$ cat src/rtl/ups_axi4l_regs_if.sv
// AXI4-Lite channel bundle between the PS/host master and the UPS register bank.
interface ups_axi4l_regs_if #(
  parameter int unsigned ADDR_W = 32
);

  // Write address channel
  logic [ADDR_W-1:0] awaddr;
  logic [2:0]        awprot;
  logic              awvalid;
  logic              awready;

  // Write data channel
  logic [31:0]       wdata;
  logic [3:0]        wstrb;
  logic              wvalid;
  logic              wready;

  // Write response channel
  logic [1:0]        bresp;
  logic              bvalid;
  logic              bready;

  // Read address channel
  logic [ADDR_W-1:0] araddr;
  logic [2:0]        arprot;
  logic              arvalid;
  logic              arready;

  // Read data channel
  logic [31:0]       rdata;
  logic [1:0]        rresp;
  logic              rvalid;
  logic              rready;

  modport master (
    output awaddr, awprot, awvalid, wdata, wstrb, wvalid, bready,
           araddr, arprot, arvalid, rready,
    input  awready, wready, bresp, bvalid, arready, rdata, rresp, rvalid
  );

  modport slave (
    input  awaddr, awprot, awvalid, wdata, wstrb, wvalid, bready,
           araddr, arprot, arvalid, rready,
    output awready, wready, bresp, bvalid, arready, rdata, rresp, rvalid
  );

endinterface

$ cat src/rtl/ups_axi4l_regs.sv
// AXI4-Lite register bank for the UPS control path: mode, DAC setpoints,
// valve, sequencer counts, start/stop strobes and sequencer status readback.
module ups_axi4l_regs #(
  parameter int unsigned ADDR_W    = 32,
  parameter int unsigned USE_WSTRB = 0,
  parameter int unsigned CNT_W     = 16
) (
  input  logic             fclk,
  input  logic             rst,
  ups_axi4l_regs_if.slave  ca4l,
  output logic [1:0]       mode,
  output logic [11:0]      dac0,
  output logic [11:0]      dac1,
  output logic             dac0_upd,
  output logic             dac1_upd,
  output logic             valve,
  output logic [CNT_W-1:0] loops,
  output logic [CNT_W-1:0] pre_cnt,
  output logic [CNT_W-1:0] run_cnt,
  output logic [CNT_W-1:0] post_cnt,
  output logic             start_stb,
  output logic             stop_stb,
  input  logic [31:0]      status
);

  localparam int unsigned DEC_W  = 8;
  localparam int unsigned DATA_W = 32;
  localparam int unsigned LANES  = DATA_W / 8;

  localparam logic [DEC_W-1:0] A_MODE   = 8'h00;
  localparam logic [DEC_W-1:0] A_DAC0   = 8'h04;
  localparam logic [DEC_W-1:0] A_DAC1   = 8'h08;
  localparam logic [DEC_W-1:0] A_VALVE  = 8'h0C;
  localparam logic [DEC_W-1:0] A_LOOPS  = 8'h10;
  localparam logic [DEC_W-1:0] A_PRE    = 8'h14;
  localparam logic [DEC_W-1:0] A_RUN    = 8'h18;
  localparam logic [DEC_W-1:0] A_POST   = 8'h1C;
  localparam logic [DEC_W-1:0] A_START  = 8'h20;
  localparam logic [DEC_W-1:0] A_STOP   = 8'h24;
  localparam logic [DEC_W-1:0] A_STATUS = 8'h40;

  localparam logic [1:0] RESP_OKAY   = 2'b00;
  localparam logic [1:0] RESP_SLVERR = 2'b10;

  typedef enum logic [1:0] {
    W_IDLE = 2'd0,
    W_DATA = 2'd1,
    W_RESP = 2'd2
  } w_state_t;

  typedef enum logic {
    R_IDLE = 1'b0,
    R_DATA = 1'b1
  } r_state_t;

  w_state_t          w_state_q, w_state_d;
  r_state_t          r_state_q, r_state_d;
  logic              awready_d, wready_d, bvalid_d;
  logic              arready_d, rvalid_d;
  logic [DEC_W-1:0]  w_addr_q;
  logic              aw_hs, w_hs, b_hs, ar_hs, r_hs;
  logic              wr_ok;
  logic [DATA_W-1:0] wr_old;
  logic [DATA_W-1:0] wr_merge;
  logic [DEC_W-1:0]  rd_addr;
  logic [DATA_W-1:0] rd_data;
  logic [1:0]        rd_resp;
  logic              unused_bits;

  assign aw_hs = ca4l.awvalid & ca4l.awready;
  assign w_hs  = ca4l.wvalid  & ca4l.wready;
  assign b_hs  = ca4l.bvalid  & ca4l.bready;
  assign ar_hs = ca4l.arvalid & ca4l.arready;
  assign r_hs  = ca4l.rvalid  & ca4l.rready;

  // Only addr[7:0] is decoded; protection bits are not used.
  assign unused_bits = ^{ca4l.awprot, ca4l.arprot, ca4l.wstrb,
                         ca4l.awaddr[ADDR_W-1:DEC_W], ca4l.araddr[ADDR_W-1:DEC_W]};

  // Write FSM next state; ready/valid are registered copies of the next state.
  always_comb begin
    w_state_d = w_state_q;
    case (w_state_q)
      W_IDLE:  if (aw_hs) w_state_d = W_DATA;
      W_DATA:  if (w_hs)  w_state_d = W_RESP;
      W_RESP:  if (b_hs)  w_state_d = W_IDLE;
      default: w_state_d = W_IDLE;
    endcase
    awready_d = (w_state_d == W_IDLE);
    wready_d  = (w_state_d == W_DATA);
    bvalid_d  = (w_state_d == W_RESP);
  end

  // Write FSM state and handshake outputs.
  always_ff @(posedge fclk) begin
    if (rst) begin
      w_state_q    <= W_IDLE;
      ca4l.awready <= 1'b1;
      ca4l.wready  <= 1'b0;
      ca4l.bvalid  <= 1'b0;
    end else begin
      w_state_q    <= w_state_d;
      ca4l.awready <= awready_d;
      ca4l.wready  <= wready_d;
      ca4l.bvalid  <= bvalid_d;
    end
  end

  // Writable window is word-aligned 0x00..0x24; everything else is an error.
  assign wr_ok = (w_addr_q[1:0] == 2'b00) && (w_addr_q <= A_STOP);

  // Current contents of the addressed register, used to keep unstrobed lanes.
  always_comb begin
    wr_old = '0;
    case (w_addr_q)
      A_MODE:  wr_old = DATA_W'(mode);
      A_DAC0:  wr_old = DATA_W'(dac0);
      A_DAC1:  wr_old = DATA_W'(dac1);
      A_VALVE: wr_old = DATA_W'(valve);
      A_LOOPS: wr_old = DATA_W'(loops);
      A_PRE:   wr_old = DATA_W'(pre_cnt);
      A_RUN:   wr_old = DATA_W'(run_cnt);
      A_POST:  wr_old = DATA_W'(post_cnt);
      default: wr_old = '0;
    endcase
  end

  // Byte-lane merge of write data with the old register value.
  always_comb begin
    wr_merge = '0;
    for (int i = 0; i < int'(LANES); i++) begin
      if ((USE_WSTRB == 0) || ca4l.wstrb[i])
        wr_merge[8*i +: 8] = ca4l.wdata[8*i +: 8];
      else
        wr_merge[8*i +: 8] = wr_old[8*i +: 8];
    end
  end

  // Address latch, write response and register commit on the W handshake.
  always_ff @(posedge fclk) begin
    if (rst) begin
      w_addr_q   <= '0;
      ca4l.bresp <= RESP_OKAY;
      mode       <= '0;
      dac0       <= '0;
      dac1       <= '0;
      valve      <= 1'b0;
      loops      <= '0;
      pre_cnt    <= '0;
      run_cnt    <= '0;
      post_cnt   <= '0;
      dac0_upd   <= 1'b0;
      dac1_upd   <= 1'b0;
      start_stb  <= 1'b0;
      stop_stb   <= 1'b0;
    end else begin
      dac0_upd  <= 1'b0;
      dac1_upd  <= 1'b0;
      start_stb <= 1'b0;
      stop_stb  <= 1'b0;
      if (aw_hs) w_addr_q <= ca4l.awaddr[DEC_W-1:0];
      if (w_hs) begin
        ca4l.bresp <= wr_ok ? RESP_OKAY : RESP_SLVERR;
        if (wr_ok) begin
          case (w_addr_q)
            A_MODE:  mode     <= wr_merge[1:0];
            A_DAC0:  begin dac0 <= wr_merge[11:0]; dac0_upd <= 1'b1; end
            A_DAC1:  begin dac1 <= wr_merge[11:0]; dac1_upd <= 1'b1; end
            A_VALVE: valve    <= wr_merge[0];
            A_LOOPS: loops    <= wr_merge[CNT_W-1:0];
            A_PRE:   pre_cnt  <= wr_merge[CNT_W-1:0];
            A_RUN:   run_cnt  <= wr_merge[CNT_W-1:0];
            A_POST:  post_cnt <= wr_merge[CNT_W-1:0];
            A_START: start_stb <= 1'b1;
            A_STOP:  stop_stb  <= 1'b1;
            default: ;
          endcase
        end
      end
    end
  end

  // Read decode from the live AR address; status is sampled at the AR edge.
  assign rd_addr = ca4l.araddr[DEC_W-1:0];

  always_comb begin
    rd_data = '0;
    rd_resp = RESP_SLVERR;
    if (rd_addr[1:0] == 2'b00) begin
      rd_resp = RESP_OKAY;
      case (rd_addr)
        A_MODE:   rd_data = DATA_W'(mode);
        A_DAC0:   rd_data = DATA_W'(dac0);
        A_DAC1:   rd_data = DATA_W'(dac1);
        A_VALVE:  rd_data = DATA_W'(valve);
        A_LOOPS:  rd_data = DATA_W'(loops);
        A_PRE:    rd_data = DATA_W'(pre_cnt);
        A_RUN:    rd_data = DATA_W'(run_cnt);
        A_POST:   rd_data = DATA_W'(post_cnt);
        A_START:  rd_data = '0;
        A_STOP:   rd_data = '0;
        A_STATUS: rd_data = status;
        default:  rd_resp = RESP_SLVERR;
      endcase
    end
  end

  // Read FSM next state; arready/rvalid are registered copies of the next state.
  always_comb begin
    r_state_d = r_state_q;
    case (r_state_q)
      R_IDLE:  if (ar_hs) r_state_d = R_DATA;
      R_DATA:  if (r_hs)  r_state_d = R_IDLE;
      default: r_state_d = R_IDLE;
    endcase
    arready_d = (r_state_d == R_IDLE);
    rvalid_d  = (r_state_d == R_DATA);
  end

  // Read FSM state, handshake outputs and read data capture.
  always_ff @(posedge fclk) begin
    if (rst) begin
      r_state_q    <= R_IDLE;
      ca4l.arready <= 1'b1;
      ca4l.rvalid  <= 1'b0;
      ca4l.rdata   <= '0;
      ca4l.rresp   <= RESP_OKAY;
    end else begin
      r_state_q    <= r_state_d;
      ca4l.arready <= arready_d;
      ca4l.rvalid  <= rvalid_d;
      if (ar_hs) begin
        ca4l.rdata <= rd_data;
        ca4l.rresp <= rd_resp;
      end
    end
  end

endmodule
$ cat src/flat_wrapper.sv
// flat-port wrapper written by rule: the top's interface ports become plain ports
module ups_axi4l_regs_flat 
#(
  parameter int unsigned ADDR_W    = 32,
  parameter int unsigned USE_WSTRB = 0,
  parameter int unsigned CNT_W     = 16
)
  (fclk, rst, mode, dac0, dac1, dac0_upd, dac1_upd, valve, loops, pre_cnt, run_cnt, post_cnt, start_stb, stop_stb, status, ca4l_awaddr, ca4l_awprot, ca4l_awvalid, ca4l_wdata, ca4l_wstrb, ca4l_wvalid, ca4l_bready, ca4l_araddr, ca4l_arprot, ca4l_arvalid, ca4l_rready, ca4l_awready, ca4l_wready, ca4l_bresp, ca4l_bvalid, ca4l_arready, ca4l_rdata, ca4l_rresp, ca4l_rvalid);
  ups_axi4l_regs_if #(.ADDR_W(ADDR_W)) ca4l_i ();
  input  logic fclk;
  input  logic rst;
  output logic [1:0] mode;
  output logic [11:0] dac0;
  output logic [11:0] dac1;
  output logic dac0_upd;
  output logic dac1_upd;
  output logic valve;
  output logic [CNT_W-1:0] loops;
  output logic [CNT_W-1:0] pre_cnt;
  output logic [CNT_W-1:0] run_cnt;
  output logic [CNT_W-1:0] post_cnt;
  output logic start_stb;
  output logic stop_stb;
  input  logic [31:0] status;
  input wire logic [$bits(ca4l_i.awaddr)-1:0] ca4l_awaddr;
  input wire logic [$bits(ca4l_i.awprot)-1:0] ca4l_awprot;
  input wire logic [$bits(ca4l_i.awvalid)-1:0] ca4l_awvalid;
  input wire logic [$bits(ca4l_i.wdata)-1:0] ca4l_wdata;
  input wire logic [$bits(ca4l_i.wstrb)-1:0] ca4l_wstrb;
  input wire logic [$bits(ca4l_i.wvalid)-1:0] ca4l_wvalid;
  input wire logic [$bits(ca4l_i.bready)-1:0] ca4l_bready;
  input wire logic [$bits(ca4l_i.araddr)-1:0] ca4l_araddr;
  input wire logic [$bits(ca4l_i.arprot)-1:0] ca4l_arprot;
  input wire logic [$bits(ca4l_i.arvalid)-1:0] ca4l_arvalid;
  input wire logic [$bits(ca4l_i.rready)-1:0] ca4l_rready;
  output wire logic [$bits(ca4l_i.awready)-1:0] ca4l_awready;
  output wire logic [$bits(ca4l_i.wready)-1:0] ca4l_wready;
  output wire logic [$bits(ca4l_i.bresp)-1:0] ca4l_bresp;
  output wire logic [$bits(ca4l_i.bvalid)-1:0] ca4l_bvalid;
  output wire logic [$bits(ca4l_i.arready)-1:0] ca4l_arready;
  output wire logic [$bits(ca4l_i.rdata)-1:0] ca4l_rdata;
  output wire logic [$bits(ca4l_i.rresp)-1:0] ca4l_rresp;
  output wire logic [$bits(ca4l_i.rvalid)-1:0] ca4l_rvalid;
  assign ca4l_i.awaddr = ca4l_awaddr;
  assign ca4l_i.awprot = ca4l_awprot;
  assign ca4l_i.awvalid = ca4l_awvalid;
  assign ca4l_i.wdata = ca4l_wdata;
  assign ca4l_i.wstrb = ca4l_wstrb;
  assign ca4l_i.wvalid = ca4l_wvalid;
  assign ca4l_i.bready = ca4l_bready;
  assign ca4l_i.araddr = ca4l_araddr;
  assign ca4l_i.arprot = ca4l_arprot;
  assign ca4l_i.arvalid = ca4l_arvalid;
  assign ca4l_i.rready = ca4l_rready;
  assign ca4l_awready = ca4l_i.awready;
  assign ca4l_wready = ca4l_i.wready;
  assign ca4l_bresp = ca4l_i.bresp;
  assign ca4l_bvalid = ca4l_i.bvalid;
  assign ca4l_arready = ca4l_i.arready;
  assign ca4l_rdata = ca4l_i.rdata;
  assign ca4l_rresp = ca4l_i.rresp;
  assign ca4l_rvalid = ca4l_i.rvalid;
  ups_axi4l_regs #(.ADDR_W(ADDR_W), .USE_WSTRB(USE_WSTRB), .CNT_W(CNT_W)) u_core (.fclk(fclk), .rst(rst), .ca4l(ca4l_i), .mode(mode), .dac0(dac0), .dac1(dac1), .dac0_upd(dac0_upd), .dac1_upd(dac1_upd), .valve(valve), .loops(loops), .pre_cnt(pre_cnt), .run_cnt(run_cnt), .post_cnt(post_cnt), .start_stb(start_stb), .stop_stb(stop_stb), .status(status));
endmodule
$ cat config.mk
export PLATFORM = sky130hd
export DESIGN_NAME = ups_axi4l_regs_flat
export DESIGN_NICKNAME = d
export VERILOG_FILES = /design/src/rtl/ups_axi4l_regs_if.sv /design/src/rtl/ups_axi4l_regs.sv /design/src/flat_wrapper.sv
export SDC_FILE = /design/constraint.sdc
export NUM_CORES = 1
export LEC_CHECK = 0
export ABC_AREA = 0
export CAP_MARGIN = 10
export CELL_PAD_IN_SITES_DETAIL_PLACEMENT = 0
export CELL_PAD_IN_SITES_GLOBAL_PLACEMENT = 2
export CORE_MARGIN = 5
export CORE_UTILIZATION = 24
export CTS_BUF_LIST = sky130_fd_sc_hd__clkbuf_8
export CTS_CLUSTER_DIAMETER = 150
export DETAILED_ROUTE_END_ITERATION = 8
export PLACE_DENSITY_LB_ADDON = 0.15
export SLEW_MARGIN = 20
export SYNTH_ARGS = -nofsm -noshare
export SYNTH_HDL_FRONTEND = slang
export SYNTH_SLANG_ARGS = --single-unit
$ cat constraint.sdc
create_clock -name fclk -period 2.5 [get_ports fclk]
set_clock_uncertainty 0.15 [all_clocks]
set_input_delay 0.25 -clock fclk [delete_from_list [all_inputs] [get_ports fclk]]
set_output_delay 0.25 -clock fclk [all_outputs]
set_load 0.05 [all_outputs]
==> results <==
## kinds of logic (layout without fill, tap and decap cells)
| kind of cell | Yosys count | after routing | synth area share |
|---|---|---|---|
| multiplexers | 112 | 112 | 0.2219 |
| other | 1 | 3 | 0.0006279 |
| flip-flops | 144 | 144 | 0.4827 |
| buffers and inverters | 47 | 258 | 0.03792 |
| AO/OA/AOI/OAI | 77 | 77 | 0.08946 |
| AND/OR/NAND/NOR | 213 | 213 | 0.1674 |
## power groups by stage
| stage | Clock [mW] | Combinational [mW] | Sequential (mW) |
|---|---|---|---|
| 3_5_place_dp | 0 | 0.456 | 2.40 |
| 4_1_cts | 2.06 | 0.458 | 2.35 |
| 6_report | 1.97 | 0.452 | 2.35 |
| 3_3_place_gp | 0 | 0.450 | 2.40 |
| 2_1_floorplan | 0 | 0.182 | 2.44 |
| 5_1_grt | 2.15 | 0.486 | 2.35 |
## routing by layer
layer	GRT usage	part of all wire
met5	0	0
met4	0.03917	0.011
met3	0.04668	0.066
met2	0.2327	0.45
met1	0.2050	0.47
## sequential cells by signal, indices dropped and copies added (netlist names)
| signal | flops |
|---|---|
| u_core.ca4l.rdata | 32 |
| u_core.loops | 16 |
| u_core.post_cnt | 16 |
| u_core.pre_cnt | 16 |
| u_core.run_cnt | 16 |
| u_core.dac0 | 12 |
| u_core.dac1 | 12 |
| u_core.w_addr_q | 8 |
| u_core.mode | 2 |
| u_core.w_state_q | 2 |
| u_core.ca4l.arready | 1 |
| u_core.ca4l.awready | 1 |
| u_core.ca4l.bresp | 1 |
| u_core.ca4l.bvalid | 1 |
| u_core.ca4l.rresp | 1 |
| u_core.ca4l.rvalid | 1 |
| u_core.ca4l.wready | 1 |
| u_core.dac0_upd | 1 |
| u_core.dac1_upd | 1 |
| u_core.start_stb | 1 |
| u_core.stop_stb | 1 |
| u_core.valve | 1 |
## metrics by stage
stage / setup slack [ns] / hold WS [ns]
global placement: 0.02066 / 0.2881
CTS: 0.2262 / 0.07416
floorplan: 0.3083 / 0.2439
detailed placement: 0.02886 / 0.2959
finish: 0.2818 / 0.1104
global route: 0.1845 / 0.09471
## cell type report
cell class | count | area, sq um
Sequential cell | 144 | 2883
Inverter | 1 | 3.754
Clock buffer | 20 | 275.3
Antenna cell | 1 | 2.502
Multi-Input combinational cell | 404 | 2884
Tap cell | 324 | 405.4
Clock inverter | 12 | 147.6
Fill cell | 2461 | 15570
Timing Repair Buffer | 225 | 2217
## worst min path at each step
stage,cells after the start,slack [ns],endpoint
6_report,2,0.11,u_core.dac0[0]
5_1_grt,2,0.09,u_core.ca4l.rdata[21]
4_1_cts,2,0.07,u_core.dac0[0]
3_5_place_dp,2,0.30,u_core.ca4l.rdata[31]
3_3_place_gp,2,0.29,u_core.ca4l.rdata[17]
2_1_floorplan,2,0.24,u_core.dac0[10]
## placed cells by master, fill, tap and decap left out, types with 19 or more instances in the layout
| master | n |
|---|---|
| a21oi_1 | 26 |
| a22o_1 | 19 |
| buf_4 | 20 |
| clkbuf_8 | 20 |
| clkdlybuf4s50_1 | 202 |
| dfxtp_1 | 144 |
| mux2i_1 | 93 |
| nand2_1 | 32 |
| nand3_1 | 46 |
| nor2_1 | 101 |
## cells in the mapped netlist (all sizes together), types with 2 or more instances
master / instances
dfxtp: 144
nor2: 101
mux2i: 93
nand3: 46
nand2: 32
clkbuf: 29
a21oi: 26
a22o: 19
buf: 17
mux4: 16
a22oi: 12
o211ai: 10
nand4: 8
and2: 6
nor2b: 5
nor3: 5
mux2: 3
nor4: 3
o21ai: 3
nand3b: 2
nor3b: 2
==> reports/metrics.yaml <==
ys_warn_count: 0
synth_seq_cells: 144
dpl.hpwl_um: 16220
fin_setup_tns_ns: 0
tightest_slew_ns: 0.9761
ys_types: 39
clkTransAtPathRegs_ns: 0.08
viasPerCell: 4.561
power.internal_mw: 3.502
hold_violations: 0
post_cts_resized: 0
drv_slew: 0
firstDrtPassIters: 6
post-cts-setup-buffers: 0
fin_nets: 938
coreArea_sq_um: 24390
synth_area_sq_um: 5972
dr_total_vias: 5159
worst_r2r_endpoint: "u_core.loops[8]"
clockRootBuffer: "clkbuf_8"
clkPwrFrac: 0.414
drive_above_1_share: 0.1055
crit_path_end: "ca4l_awready"
port_buffers: 204
startpoint: "u_core.ca4l.awready"
cp-start-kind: "flop"
track_usage: 0.1506
first_global_vias: 5324
cp_num_buf_inv: 1
initial_core_util: 0.2448
first_iter_violations: 303
globalplace.congestion: 0.7732
clock_sinks: 144
grt_setup_unrepaired: "false"
worst_path_max_delay_cell: "clkdlybuf4s50_1"
crit_path_end_kind: "output port"
numCtsBuffers: 17
drt-total-wl_um: 21570
ios: 281
finalInstanceArea_sq_um: 8818
finalPower_mw: 4.771
wire_per_inst_um: 19.07
grt_pass1_wl_um: 32510
ant_nets: 0
dieArea_sq_um: 28140
path_depth: 1
cts_hold_buffers: 0
yosysTopAreaCellShare: 0.4827
r2r-start: "u_core.w_addr_q[7]"
cp_data_required_time_ns: 2.10
synth_top_cell_by_area: "dfxtp_1"
synthCells: 594
r2r_slack_ns: 0.55
synth-edff-count: 0
fp.dieH_um: 167.7
crit_family: "buffers and inverters"
path_max_fanout: 10
reg2reg_depth: 5
grt_max_degree: 85
clk_path_buf_depth: 2
min_path_type: "primary input to flop"
yosys-top-cells-area: "dfxtp_1 (48%), mux2i_1 (16%), nor2_1 (6.3%)"
cpPeakStageDelay_ns: 0.87
grt-ovfl-total: 0
fmax_ghz: 0.4508
arrival_ns: 1.82
post-route-min-period_ns: 2.218
async_flop_share: 0
status: "finished, final reports clean"
die_w_um: 167.7
maxCapViolations: 0
areaGrowthSynthToFinish_pct: 47.66
clk_latency_ns: 0.45
drc: 0
ir_worst_vdd_uv: 296.9
cts_tree: "built"
min-delay-start: "rst"
grt_antenna_before_repair: 1
dpl_cell_area_sq_um: 8393
p_leak_nw: 3.692
p_per_area_nw_per_um2: 541.1
power_frac_comb: 0.095
slew_headroom: 0.3468
finalNonFillerCells: 1131
finalCritPeriodShare: 0.8873
post-route-util: 0.3615
synth-main-ff-cell: "dfxtp_1"
setup-violations-final: 0
swShare: 0.2661
path_class: "flop to output port"
path_cells: "clkdlybuf4s50_1"
avgSynthCellArea_sq_um: 10.05
seq_area_frac_synth: 0.4827
htree_num_levels: 4
p_seq_frac: 0.492
rows: 57
post-place-cells: 1098
power_switching_mw: 1.270
No activity file was read; power rests on OpenSTA's default activity.
